`src/rtl/pc_sequencer.sv`:
```
// pc_sequencer: D-bit program counter with an IDLE/RUN/HALT control FSM.
// Each RUN cycle it either halts, stalls, takes a relative jump whose offset
// comes from the branch-offset LUT, or increments. The LUT is addressed
// combinationally and returns its offset within the same cycle.
module pc_sequencer #(
   parameter int unsigned D  = 12,
   parameter int unsigned CW = 8
) (
   input  logic          clk,
   input  logic          rst_n,
   input  logic          start,
   input  logic [D-1:0]  start_addr,
   input  logic          stall,
   input  logic          halt_req,
   input  logic          jump_req,
   input  logic [1:0]    jump_sel,
   output logic [1:0]    lut_addr,
   input  logic [D-1:0]  target,
   output logic [D-1:0]  prog_ctr,
   output logic          running,
   output logic          done,
   output logic          flush,
   output logic [CW-1:0] jump_cnt
);

   typedef enum logic [1:0] {
      IDLE = 2'd0,
      RUN  = 2'd1,
      HALT = 2'd2
   } state_t;

   localparam logic [CW-1:0] CNT_MAX = '1;

   state_t        state;
   state_t        state_nxt;
   logic [D-1:0]  pc_nxt;
   logic [CW-1:0] cnt_nxt;
   logic          flush_nxt;
   logic          running_nxt;
   logic          done_nxt;

   // LUT address is a straight pass-through of the decode select
   assign lut_addr = jump_sel;

   // State register
   always_ff @(posedge clk or negedge rst_n) begin
      if (!rst_n) begin
         state <= IDLE;
      end else begin
         state <= state_nxt;
      end
   end

   // Next state plus next PC / counter / flush, RUN priority halt > stall > jump > increment
   always_comb begin
      state_nxt = state;
      pc_nxt    = prog_ctr;
      cnt_nxt   = jump_cnt;
      flush_nxt = 1'b0;
      case (state)
         IDLE, HALT: begin
            if (start) begin
               state_nxt = RUN;
               pc_nxt    = start_addr;
               cnt_nxt   = '0;
            end
         end
         RUN: begin
            if (halt_req) begin
               state_nxt = HALT;
            end else if (stall) begin
               // jump_req dropped here; decode re-presents it
               pc_nxt = prog_ctr;
            end else if (jump_req) begin
               // a zero offset is the LUT hold entry: not a taken jump
               if (target != '0) begin
                  pc_nxt    = prog_ctr + target;
                  flush_nxt = 1'b1;
                  if (jump_cnt != CNT_MAX) begin
                     cnt_nxt = jump_cnt + CW'(1);
                  end
               end
            end else begin
               pc_nxt = prog_ctr + D'(1);
            end
         end
         default: begin
            state_nxt = IDLE;
         end
      endcase
   end

   // Status outputs decoded from the next state
   always_comb begin
      running_nxt = 1'b0;
      done_nxt    = 1'b0;
      if (state_nxt == RUN) begin
         running_nxt = 1'b1;
      end
      if (state_nxt == HALT) begin
         done_nxt = 1'b1;
      end
   end

   // Registered datapath and status outputs
   always_ff @(posedge clk or negedge rst_n) begin
      if (!rst_n) begin
         prog_ctr <= '0;
         jump_cnt <= '0;
         running  <= 1'b0;
         done     <= 1'b0;
         flush    <= 1'b0;
      end else begin
         prog_ctr <= pc_nxt;
         jump_cnt <= cnt_nxt;
         running  <= running_nxt;
         done     <= done_nxt;
         flush    <= flush_nxt;
      end
   end

endmodule
```
`config.mk`:
```
export PLATFORM = sky130hd
export DESIGN_NAME = pc_sequencer
export DESIGN_NICKNAME = d
export VERILOG_FILES = /design/src/rtl/pc_sequencer.sv
export SDC_FILE = /design/constraint.sdc
export NUM_CORES = 1
export LEC_CHECK = 0
export ABC_AREA = 1
export CAP_MARGIN = 15
export CORE_MARGIN = 3
export CORE_UTILIZATION = 40
export DETAILED_ROUTE_END_ITERATION = 16
export PLACE_DENSITY = 0.74
export SETUP_SLACK_MARGIN = 0.02
export SLEW_MARGIN = 20
export SYNTH_ARGS = -nofsm -noshare
export SYNTH_HDL_FRONTEND = slang
export SYNTH_SLANG_ARGS = --single-unit
```
`constraint.sdc`:
```
create_clock -name clk -period 1.97 [get_ports clk]
set_input_delay 0.394 -clock clk [delete_from_list [all_inputs] [get_ports clk]]
set_output_delay 0.394 -clock clk [all_outputs]
set_load 0.03 [all_outputs]
```
Word-level counts from Yosys, hierarchy flattened
Index checks and enable logic that the tools add are counted.
{"block": "totals", "inputBits": 32, "n_memories": 0, "reg_bits": 25, "ram_bits": 0, "mem_bits_ro": 0, "elab_cells": 50, "out_inout_bits": 25, "latchBits": 0}
{"block": "classes", "n_mul": 0, "n_bitwise": 0, "eq_ne": 12, "n_shift": 0, "reduce_logical": 6, "mux": 23, "div": 0, "order_cmp": 0, "n_addsub": 3}
{"cell": "$mux W12", "count": 5}
{"cell": "$mux W8", "count": 6}
{"cell": "$pmux W12 S2", "count": 1}
{"cell": "$pmux W8 S2", "count": 1}
{"cell": "$add A12 B1 Y12 const B", "count": 1}
{"cell": "$add A12 B12 Y12", "count": 1}
{"cell": "$ne A2 B2 Y1 const B", "count": 6}
{"cell": "$reduce_bool A12 Y1", "count": 1}
{"cell": "$add A8 B1 Y8 const B", "count": 1}
{"cell": "$ne A8 B8 Y1 const B", "count": 1}
{"cell": "$mux W1", "count": 7}
{"cell": "$reduce_and A7 Y1", "count": 1}
{"cell": "$reduce_and A5 Y1", "count": 1}
{"cell": "$eq A2 B1 Y1 const B", "count": 2}
{"cell": "$eq A2 B2 Y1 const B", "count": 2}
{"cell": "$mux W2", "count": 2}
{"cell": "$pmux W2 S2", "count": 1}
{"cell": "$ne A3 B3 Y1 const B", "count": 1}
{"cell": "$logic_not A2 Y1", "count": 1}
{"cell": "$reduce_bool A2 Y1", "count": 1}
{"cell": "$reduce_or A2 Y1", "count": 1}

Depth between registers and ports, before layout
Gate-level depths: netlist (run 1).
{"block": "logic_depth", "ltp_word": 7, "depth_mapped": 14, "ltp_nobuf": 14}

Worst setup path before layout (run 1)
OpenSTA, ideal clock, no wires.
{"block": "synth_path", "kind": "input-to-reg", "start": "input port jump_req", "end": "register prog_ctr[8]", "t_arrival_ps": 1830, "n_path_buf": 1, "stages": 13, "path_slack_ps": 22, "setup_time_ps": 117, "required_time_ps": 1853, "path_cell_list": "clkbuf_1 -> nand2_1 -> ha_1 -> inv_1 -> fa_1 -> inv_1 -> nand3_1 -> nand3_1 -> nand2_1 -> nand3_1 -> nand3_1 -> nand3_1 -> nand2_1"}
{"block": "synth_between", "elab_chain_len": 4, "elab_cells_between_ends": 6, "cone_classes": "eq/ne (1); mux (4); reduce/logical (1)"}
{"item": "start, declared", "line_no": "15", "source": "input logic jump_req,"}
{"item": "$mux W12", "line_no": "74", "source": "end else if (jump_req) begin"}
{"item": "$mux W12", "line_no": "71", "source": "end else if (stall) begin"}
{"item": "$mux W12", "line_no": "69", "source": "if (halt_req) begin"}
{"item": "$pmux W12 S2", "line_no": "60", "source": "case (state)"}
{"item": "end signal, assigned", "line_no": "114", "source": "prog_ctr <= pc_nxt;"}
{"item": "end, declared", "line_no": "19", "source": "output logic [D-1:0] prog_ctr,"}
Several ways; a longest one is shown, not always the timed one. The select of a mux whose other input is x is not followed.
A chain may end at the register's enable or synchronous reset.

Final worst setup path (run 1)
{"block": "layout_path", "start": "input port target[1]", "end": "register prog_ctr[3]"}
{"block": "layout_between", "elab_chain_len": 6, "elab_cells_between_ends": 9, "cone_classes": "add/sub (1); eq/ne (1); mux (5); reduce/logical (2)"}
{"item": "start, declared", "line_no": "18", "source": "input logic [D-1:0] target,"}
{"item": "$add A12 B12 Y12", "line_no": "77", "source": "pc_nxt = prog_ctr + target;"}
{"item": "$mux W12", "line_no": "76", "source": "if (target != '0) begin"}
{"item": "$mux W12", "line_no": "74"}
{"item": "$mux W12", "line_no": "71"}
{"item": "$mux W12", "line_no": "69"}
{"item": "$pmux W12 S2", "line_no": "60"}
Several ways; a longest one is shown, not always the timed one. The select of a mux whose other input is x is not followed.

==> results of run 1 <==
[power groups by stage]
stage / clock network [mW] / registers [mW] / logic (mW)
finish: 0.343 / 0.830 / 2.24
global route: 0.378 / 0.855 / 2.47
CTS: 0.360 / 0.821 / 2.18
detailed placement: 0 / 0.831 / 2.13
global placement: 0 / 0.828 / 2.10
floorplan: 0 / 1.11 / 1.07
[synthesized netlist by cell type, types with 2 or more instances]
cell / number
o21ai_0: 8
o21ai_1: 5
or2_2: 5
nand2_1: 108
buf_4: 2
nand2_2: 3
dfrtp_1: 25
inv_1: 44
xor2_1: 7
nand3_1: 40
nand4_1: 5
o211ai_1: 3
nor2_1: 27
buf_2: 2
clkbuf_1: 3
ha_1: 12
buf_6: 4
a21oi_1: 9
[worst max-delay path, cell delays in order]
cell             delay [ns]
clkdlybuf4s50_1        0.46
nand2_2                0.11
inv_1                  0.05
ha_1                   0.28
nand3_1                0.11
nand3_2                0.11
or2_2                  0.29
nand3_1                0.06
nand2_1                0.05
nand2_1                0.05
nand2_1                0.05
[path summary, 6_finish.rpt]
| path | from | to | slack (ns) | cells after the start |
|---|---|---|---|---|
| max | target[1] | prog_ctr[3]$_DFFE_PN0P_ | 0.13 | 11 |
| min | rst_n | jump_cnt[2]$_DFFE_PN0P_ | 0.47 | 2 |
| max reg2reg | prog_ctr[0]$_DFFE_PN0P_ | prog_ctr[8]$_DFFE_PN0P_ | 0.26 | 11 |
| min reg2reg | state[1]$_DFF_PN0_ | state[1]$_DFF_PN0_ | 0.54 | 2 |
| max in group asynchronous | rst_n | jump_cnt[1]$_DFFE_PN0P_ | 1.25 | 2 |
| min in group clk | state[1]$_DFF_PN0_ | state[1]$_DFF_PN0_ | 0.54 | 2 |
[cell type report]
type / count / area (sq um) / share of cell area (%)
Clock buffer: 3 / 41.29 / 1.413
Clock inverter: 1 / 8.758 / 0.2998
Inverter: 45 / 168.9 / 5.782
Multi-Input combinational cell: 240 / 1291 / 44.20
Sequential cell: 25 / 625.6 / 21.41
Tap cell: 67 / 83.83 / 2.869
Timing Repair Buffer: 77 / 701.9 / 24.03
[stage by stage]
stage | area [sq um] | setup slack, ns | hold slack (ns)
2_1_floorplan | 2093 | 0.02232 | 0.09841
3_3_place_gp | 2796 | -0.4117 | 0.5054
3_5_place_dp | 2796 | -0.4648 | 0.5263
4_1_cts | 2872 | 0.06038 | 0.4731
5_1_grt | 2922 | 0.02686 | 0.5089
6_report | 2922 | 0.1337 | 0.4709
[what timing repair did]
action | CTS | global route
pin swaps | 1 | 0
setup buffers | 1 | 0
resized for setup | 11 | 14
endpoints found under the setup margin | 9 | 7
[state kept, by name, indices dropped and copies added (netlist names)]
name	flops
jump_cnt	8
done	1
running	1
prog_ctr	12
state	2
flush	1
[logic make-up (layout without fill, tap and decap cells)]
group	count (synthesis)	in the layout	share of synthesized area [%]
xor gates and xnor gates	7	7	2.929
and+or+nand+nor	192	192	39.21
AOI/OAI and AO/OA	28	28	7.890
DFF	25	25	29.89
buffers and inverters	56	126	11.95
adders and majority gates	13	13	8.129
[metal layers]
metal / track usage (%) / up-vias / part of all wire (%) / wire length, microns
met2: 32.53 / 62 / 50 / 2701
li1: - / 1153 / - / -
met1: 24.57 / 1008 / 44 / 2408
met5: 0 / - / 0 / 0
met3: 2.867 / 10 / 4.9 / 266
met4: 3.846 / 0 / 1.4 / 74
==> flow_summary.json, run 1 <==
{
  "report.final.setup_viol": 0,
  "syn_to_final_growth_pct": 39.57,
  "crit_type": "input pin to flip-flop",
  "synth_cells": 321,
  "ys_types": 27,
  "grt_remaining_overflow": 0,
  "cellLeakagePower_nw": 1.532,
  "grt_pass1_vias": 2139,
  "path_clk_slew_ns": 0.10,
  "hold_buffers": 0,
  "drt_first_pass_iters": 4,
  "async_flop_share_pct": 100.0,
  "clock_skew_ns": 0.005882,
  "ios": 57,
  "fin_crit_ns": 1.836,
  "cts_max_path_buffers": 2,
  "hpwlAfterDp_mm": 4.250,
  "final_max_slew_viol_count": 0,
  "yosysTopAreaCell": "dfrtp_1",
  "die_area_sq_mm": 0.006137,
  "n_fill_cell": 478,
  "hold_viol": 0,
  "grt_max_degree": 26,
  "synth_seq_cells": 25,
  "die_y_microns": 78.34,
  "postSynthAreaPerCell_sq_um": 6.521,
  "grt_pass1_wl_mm": 9.404,
  "max_cap_viol_count": 0,
  "ctsHtreeMaxLevel": 1,
  "rows": 25,
  "ir_drop_v": 0.0004990,
  "wirelength_mm": 5.451,
  "syn_area_sq_mm": 0.002093,
  "rsz0062_at_grt": "false",
  "p_sw_share_pct": 47.26,
  "synth_area_leaders": "dfrtp_1 (30%), nand2_1 (19%), nand3_1 (9.6%), inv_1 (7.9%), ha_1 (7.2%)",
  "final_cells": 458,
  "p_total_mw": 3.415,
  "drtIter0Drc": 124,
  "p_int_mw": 1.801,
  "ys.flop_type": "dfrtp_1",
  "layout-drive-gt1-share_pct": 16.62,
  "fin_crit_sh_pct": 93.21,
  "synth_edf_count": 0,
  "placed_cells": 453,
  "antenna_found_initial": 0,
  "drc": 0,
  "synth_seq_area_share_pct": 29.89,
  "clkPwrFrac_pct": 10.0,
  "ys_warn_count": 0,
  "worstHoldPathType": "input pin to asynchronous set/reset pin",
  "critPathLaunchType": "input pin",
  "numCtsBuffers": 3,
  "required_ns": 2.15,
  "worstSetupEndpointType": "flip-flop",
  "cts_num_sinks": 25,
  "maxSlewHeadroom_pct": 77.30,
  "worst_pin_slew_ns": 0.3404,
  "clock-root-buffer": "clkbuf_8",
  "syn_nets": 366,
  "synth_top_area_share_pct": 29.89,
  "wl_per_cell_microns": 11.90,
  "seqPwrFrac_pct": 24.3,
  "gp_congestion": 0.8654,
  "cp.arrival_ns": 2.02,
  "nNetsFinal": 437,
  "core_area_sq_mm": 0.004880,
  "clk_latency_ns": 0.28,
  "track_usage_pct": 18.70,
  "via_per_inst": 4.876,
  "start_util_pct": 42.90,
  "antenna_left": 0,
  "port_buffers": 52,
  "power.density_mw_per_mm2": 1169,
  "layout_common_cells": "nand2_1 (103), clkdlybuf4s50_1 (50), inv_1 (40)",
  "switchingPower_mw": 1.614,
  "dieWidth_microns": 78.34,
  "final_common_cell": "nand2_1",
  "status": "finished clean",
  "max_freq_mhz": 544.6,
  "cts_tree": "done",
  "setup-tns-final_ns": 0,
  "diodes": 0,
  "crit_path_max_fanout": 5,
  "vias": 2233,
  "final_core_util_pct": 59.87,
  "combPwrFrac_pct": 65.7
}
Power figures use the tool's default switching activity.
==> run 2: changes to the inputs <==
--- a/config.mk
+++ b/config.mk
@@ -5,12 +5,12 @@
 export SDC_FILE = /design/constraint.sdc
 export NUM_CORES = 1
 export LEC_CHECK = 0
-export ABC_AREA = 1
+export ABC_AREA = 0
 export CAP_MARGIN = 15
 export CORE_MARGIN = 3
 export CORE_UTILIZATION = 40
 export DETAILED_ROUTE_END_ITERATION = 16
-export PLACE_DENSITY = 0.74
+export PLACE_DENSITY = 0.77
 export SETUP_SLACK_MARGIN = 0.02
 export SLEW_MARGIN = 20
 export SYNTH_ARGS = -nofsm -noshare
==> constraint.sdc (replaced) <==
create_clock -name clk -period 2.2 [get_ports clk]
set_input_delay 0.44 -clock clk [delete_from_list [all_inputs] [get_ports clk]]
set_output_delay 0.44 -clock clk [all_outputs]
set_load 0.03 [all_outputs]
==> flow_summary.json, run 2 <==
{
  "status": "finished clean",
  "synth_cells": 198,
  "path_clk_slew_ns": 0.09,
  "via_per_inst": 5.452,
  "required_ns": 2.38,
  "ios": 57,
  "max_freq_mhz": 456.1,
  "power.density_mw_per_mm2": 1108,
  "synth_top_area_share_pct": 35.54,
  "numCtsBuffers": 3,
  "final_area_sq_mm": 0.002860,
  "synth_seq_area_share_pct": 35.54,
  "final_cells": 332,
  "whs_ns": 0.5069,
  "ys_types": 47,
  "critPathLaunchType": "input pin",
  "clock-root-buffer": "clkbuf_8",
  "synth_seq_cells": 25,
  "final_common_cell": "clkdlybuf4s50_1",
  "cellLeakagePower_nw": 1.225,
  "rrSetupSlack_ns": 0.03,
  "n_fill_cell": 297,
  "grt_pass1_vias": 1839,
  "yosysTopAreaCell": "dfrtp_1",
  "reg.largest.list": "prog_ctr: 12 flops, jump_cnt: 8 flops, state: 2 flops",
  "rr_startpoint": "prog_ctr[0]$_DFFE_PN0P_",
  "grt_remaining_overflow": 0,
  "ys_warn_count": 0,
  "grt_max_degree": 26,
  "placed_area_sq_mm": 0.002544,
  "drtIter0Drc": 126,
  "wl_per_cell_microns": 16.80,
  "synth_edf_count": 0,
  "hpwlAfterDp_mm": 3.763,
  "hold_end": "flush$_DFF_PN0_",
  "rsz0062_at_grt": "true",
  "synthTopCellsByCount": "dfrtp_1 (25), nand2_1 (23), nor2_1 (16), a21oi_1 (15), ha_1 (12)",
  "cp.arrival_ns": 2.37,
  "die_area_sq_mm": 0.005233,
  "max_cap_viol_count": 0,
  "syn_to_final_growth_pct": 62.47,
  "dieWidth_microns": 72.34,
  "hold_viol": 0,
  "p_total_mw": 3.169,
  "async_flop_share_pct": 100.0,
  "regMostFlops": "prog_ctr",
  "postSynthAreaPerCell_sq_um": 8.891,
  "pre_cts_ws_ns": -0.6794,
  "final_core_util_pct": 69.50,
  "post-synth-top-count-cell": "dfrtp_1",
  "diodes": 0,
  "layout-drive-gt1-share_pct": 30.14,
  "synth_area_leaders": "dfrtp_1 (36%), ha_1 (8.5%), xor2_1 (5.0%), nand2_1 (4.9%), a21oi_1 (4.3%)",
  "ys.flop_type": "dfrtp_1",
  "grt_pass1_wl_mm": 8.438,
  "port_buffers": 52,
  "cts_max_path_buffers": 2,
  "crit_path_max_fanout": 10,
  "reg2reg_to": "prog_ctr[8]$_DFFE_PN0P_",
  "fin_crit_sh_pct": 99.67,
  "worstSetupEndpointType": "flip-flop",
  "final_max_slew_viol_count": 0,
  "worstHoldPathType": "input pin to flip-flop",
  "cts_num_sinks": 25,
  "nNetsFinal": 328,
  "track_usage_pct": 20.17,
  "ctsHtreeMaxLevel": 1,
  "rows": 23,
  "crit_type": "input pin to flip-flop",
  "start_util_pct": 42.78,
  "hold_start": "jump_req",
  "syn_area_sq_mm": 0.001760,
  "wirelength_mm": 5.578,
  "drt_first_pass_iters": 4,
  "report.final.setup_viol": 0,
  "die_y_microns": 72.34,
  "setup_slack_ns": 0.007257,
  "syn_nets": 243,
  "maxSlewHeadroom_pct": 76.06,
  "fin_crit_ns": 2.193,
  "ir_drop_v": 0.0006476,
  "placed_cells": 322,
  "drc": 0,
  "largest_register_ffs": 12,
  "layout_common_cells": "clkdlybuf4s50_1 (45), buf_4 (37), dfrtp_1 (24)",
  "clk_latency_ns": 0.27,
  "clock_skew_ns": 0.002938,
  "hold_depth": 2,
  "antenna_left": 0,
  "cts_tree": "done",
  "setup-tns-final_ns": 0,
  "worst_pin_slew_ns": 0.3559,
  "gp_congestion": 0.8653,
  "vias": 1810,
  "core_area_sq_mm": 0.004115,
  "reg2regPathDepth": 10,
  "antenna_found_initial": 0
}
## run 2: cell types whose count changed in the layout (fill, tap and decap cells not counted), sizes merged, moves of 4 or more
cell / before / now
a21oi: 11 / 17
and2: 0 / 10
buf: 25 / 38
clkdlybuf4s50: 50 / 45
inv: 46 / 5
nand2: 112 / 23
nand3: 41 / 5
nor2: 28 / 16
o31ai: 0 / 4
or2: 5 / 1
## run 2: final cells by class
class / instances / area [sq um] / share of cell area, %
sequential: 25 / 626.9 / 21.92
inverter: 5 / 18.77 / 0.6562
clock buffer: 4 / 45.04 / 1.575
timing repair buffer: 89 / 793.3 / 27.73
multi-input combinational: 159 / 1314 / 45.93
tap: 50 / 62.56 / 2.187
## run 2: worst max-delay path by stage
stage / startpoint / endpoint / slack [ns] / depth (start not counted)
after floorplan: jump_req / prog_ctr[11]$_DFFE_PN0P_ / -0.01 / 11
after global placement: jump_req / prog_ctr[10]$_DFFE_PN0P_ / -0.63 / 12
after detailed placement: jump_req / prog_ctr[11]$_DFFE_PN0P_ / -0.68 / 11
after CTS: target[0] / prog_ctr[10]$_DFFE_PN0P_ / -0.0003 / 12
after global routing: jump_req / prog_ctr[8]$_DFFE_PN0P_ / -0.08 / 12
final: jump_req / prog_ctr[8]$_DFFE_PN0P_ / 0.007 / 12
## run 2: worst max-delay path, stage by stage
cell	delay (ns)
buf_4	0.15
nand2b_1	0.09
ha_2	0.17
inv_1	0.05
fa_2	0.36
and2b_1	0.24
o21ai_2	0.08
a21oi_2	0.20
buf_4	0.16
o41ai_4	0.06
xor2_1	0.16
o31ai_1	0.20
## run 2: cell families (layout without fill, tap and decap cells)
| group | after synthesis | in the layout | synth area share [%] |
|---|---|---|---|
| AOI/OAI and AO/OA | 51 | 51 | 20.04 |
| buffers and inverters | 14 | 98 | 3.696 |
| muxes | 4 | 4 | 2.345 |
| and+or+nand+nor | 78 | 78 | 22.25 |
| DFF | 25 | 25 | 35.54 |
| xor gates and xnor gates | 13 | 13 | 6.468 |
| adders and majority gates | 13 | 13 | 9.666 |
## run 2: report_power, final
| part | switching, mW | internal [mW] |
|---|---|---|
| logic | 1.06 | 1.04 |
| registers | 0.186 | 0.601 |
| clock network | 0.152 | 0.130 |
## run 2: timing repair
item	CTS	global route
buffers inserted	2	4
hold buffers	0	0
pin swaps	11	14
gates resized for setup	29	28
setup endpoints to repair	8	6
## run 2: routing by layer
metal / up-vias / global-route usage, % / routed length [microns]
met4: 0 / 5.428 / 70
met5: - / 0 / 0
met2: 67 / 35.49 / 2861
li1: 865 / - / -
met3: 10 / 4.017 / 413
met1: 868 / 24.98 / 2233
==> run 3: changes to the inputs <==
--- a/config.mk
+++ b/config.mk
@@ -7,7 +7,6 @@
 export LEC_CHECK = 0
 export ABC_AREA = 0
 export CAP_MARGIN = 15
-export CORE_MARGIN = 3
 export CORE_UTILIZATION = 40
 export DETAILED_ROUTE_END_ITERATION = 16
 export PLACE_DENSITY = 0.77
==> flow_summary.json, run 3 (same netlist as run 2, synthesis figures left out) <==
{
  "setup-tns-final_ns": 0,
  "crit_top_cell": "o21ai_2",
  "final_cells": 333,
  "slowest_stage": "dfrtp_2",
  "worstPathCellList": "ha_4 > inv_2 > fa_2 > and2b_1 > o21ai_2 > a21oi_2 > buf_4 > o21ai_2 > o21ai_1 > xnor2_1 > o31ai_1",
  "ios": 57,
  "hold_viol": 0,
  "cts_tree": "done",
  "layout-drive-gt1-share_pct": 27.21,
  "maxSlewHeadroom_pct": 74.84,
  "die_y_microns": 68.34,
  "core_area_sq_mm": 0.004115,
  "drtIter0Drc": 128,
  "cts_max_path_buffers": 2,
  "p_sw_share_pct": 43.69,
  "combPwrFrac_pct": 65.1,
  "fin_crit_sh_pct": 98.40,
  "rsz0062_at_grt": "true",
  "start_util_pct": 42.78,
  "cts_num_sinks": 25,
  "reg2regPathDepth": 11,
  "antenna_left": 0,
  "ir_drop_v": 0.0005158,
  "placed_cells": 323,
  "seqPwrFrac_pct": 24.9,
  "max_cap_viol_count": 0,
  "fin_crit_ns": 2.165,
  "port_buffers": 52,
  "final_core_util_pct": 67.47,
  "numCtsBuffers": 3,
  "p_int_mw": 1.728,
  "cp.arrival_ns": 2.37,
  "die_area_sq_mm": 0.004670,
  "wirelength_mm": 5.126,
  "crit_type": "flip-flop to flip-flop",
  "antenna_found_initial": 0,
  "diodes": 0,
  "required_ns": 2.40,
  "grt_max_degree": 26,
  "reg.largest.list": "prog_ctr: 12 flops, jump_cnt: 8 flops, state: 2 flops",
  "final_common_cell": "clkdlybuf4s50_1",
  "path_clk_slew_ns": 0.10,
  "switchingPower_mw": 1.341,
  "grt_pass1_vias": 1738,
  "nNetsFinal": 329,
  "via_per_inst": 5.405,
  "crit_cells": 11,
  "clk_latency_ns": 0.29,
  "dieWidth_microns": 68.34,
  "max_stage_delay_ns": 0.40,
  "status": "finished clean",
  "report.final.setup_viol": 0,
  "drc": 0,
  "layout_common_cells": "clkdlybuf4s50_1 (45), buf_4 (36), dfrtp_1 (24)",
  "clock_skew_ns": 0.003058,
  "regMostFlops": "prog_ctr",
  "ctsHtreeMaxLevel": 1,
  "syn_to_final_growth_pct": 57.71,
  "grt_remaining_overflow": 0,
  "path_delay_family": "compound AO/OA/AOI/OAI gates",
  "drt_first_pass_iters": 4,
  "track_usage_pct": 24.06,
  "max_freq_mhz": 461.9,
  "worst_pin_slew_ns": 0.3740,
  "critPathBufInv": 2,
  "clock-root-buffer": "clkbuf_8",
  "crit_path_max_fanout": 2,
  "critPathLaunchType": "flip-flop",
  "clkPwrFrac_pct": 10.0,
  "final_max_slew_viol_count": 0,
  "grt_pass1_wl_mm": 8.245,
  "rows": 23,
  "wl_per_cell_microns": 15.39,
  "gp_congestion": 0.8595,
  "hold_buffers": 0,
  "largest_register_ffs": 12,
  "hpwlAfterDp_mm": 3.410,
  "power.density_mw_per_mm2": 1105,
  "worstSetupEndpointType": "flip-flop",
  "worstHoldPathType": "input pin to asynchronous set/reset pin",
  "cellLeakagePower_nw": 1.233,
  "vias": 1800
}
[run 3: through the flow]
stage / instance area (sq um) / power [mW] / worst slack, ns / hold slack, ns
after floorplan: 1763 / 1.758 / -0.01231 / 0.1444
after global placement: 2551 / 2.456 / -0.5826 / 0.5004
after detailed placement: 2551 / 2.492 / -0.6193 / 0.5178
after CTS: 2739 / 2.958 / 0.01836 / 0.5348
after global routing: 2776 / 3.288 / -0.1301 / 0.5398
final: 2776 / 3.069 / 0.03525 / 0.5137
[run 3: power groups by stage]
stage	combinational (mW)	clock [mW]	sequential (mW)
final	2.00	0.307	0.763
after global routing	2.17	0.337	0.785
after CTS	1.89	0.307	0.759
after detailed placement	1.75	0	0.746
after global placement	1.72	0	0.740
after floorplan	0.767	0	0.991
[run 3: what timing repair did]
item                                    in CTS  in global routing
resized for setup                           35                  7
pin swaps                                   16                 16
endpoints found under the setup margin       8                  6
buffers inserted                             5                  1
[run 3: final cells by class]
| type | count | area, sq um |
|---|---|---|
| well taps | 50 | 62.56 |
| clock buffers | 3 | 41.29 |
| clock inverters | 1 | 8.758 |
| fillers | 342 | 1339 |
| flip-flops and latches | 25 | 626.9 |
| multi-input cells | 159 | 1211 |
| repair buffers | 90 | 807.0 |
| inverters | 5 | 18.77 |
[run 3: worst paths after layout]
check | start | to | slack [ns]
max reg2reg | prog_ctr[0]$_DFFE_PN0P_ | prog_ctr[10]$_DFFE_PN0P_ | 0.04
min reg2reg | prog_ctr[9]$_DFFE_PN0P_ | prog_ctr[9]$_DFFE_PN0P_ | 0.54
min in group clk | prog_ctr[9]$_DFFE_PN0P_ | prog_ctr[9]$_DFFE_PN0P_ | 0.54
max | prog_ctr[0]$_DFFE_PN0P_ | prog_ctr[10]$_DFFE_PN0P_ | 0.04
max in group asynchronous | rst_n | prog_ctr[0]$_DFFE_PN0P_ | 1.42
min | rst_n | prog_ctr[1]$_DFFE_PN0P_ | 0.51
[run 3: metal layers]
layer  vias up  track usage, %  part of all wire, %
met5         -               0                    0
met4         0           6.250                  1.4
met3         8           5.333                  5.2
met2        58           40.07                   48
met1       861           31.15                   46
li1        873               -                    -
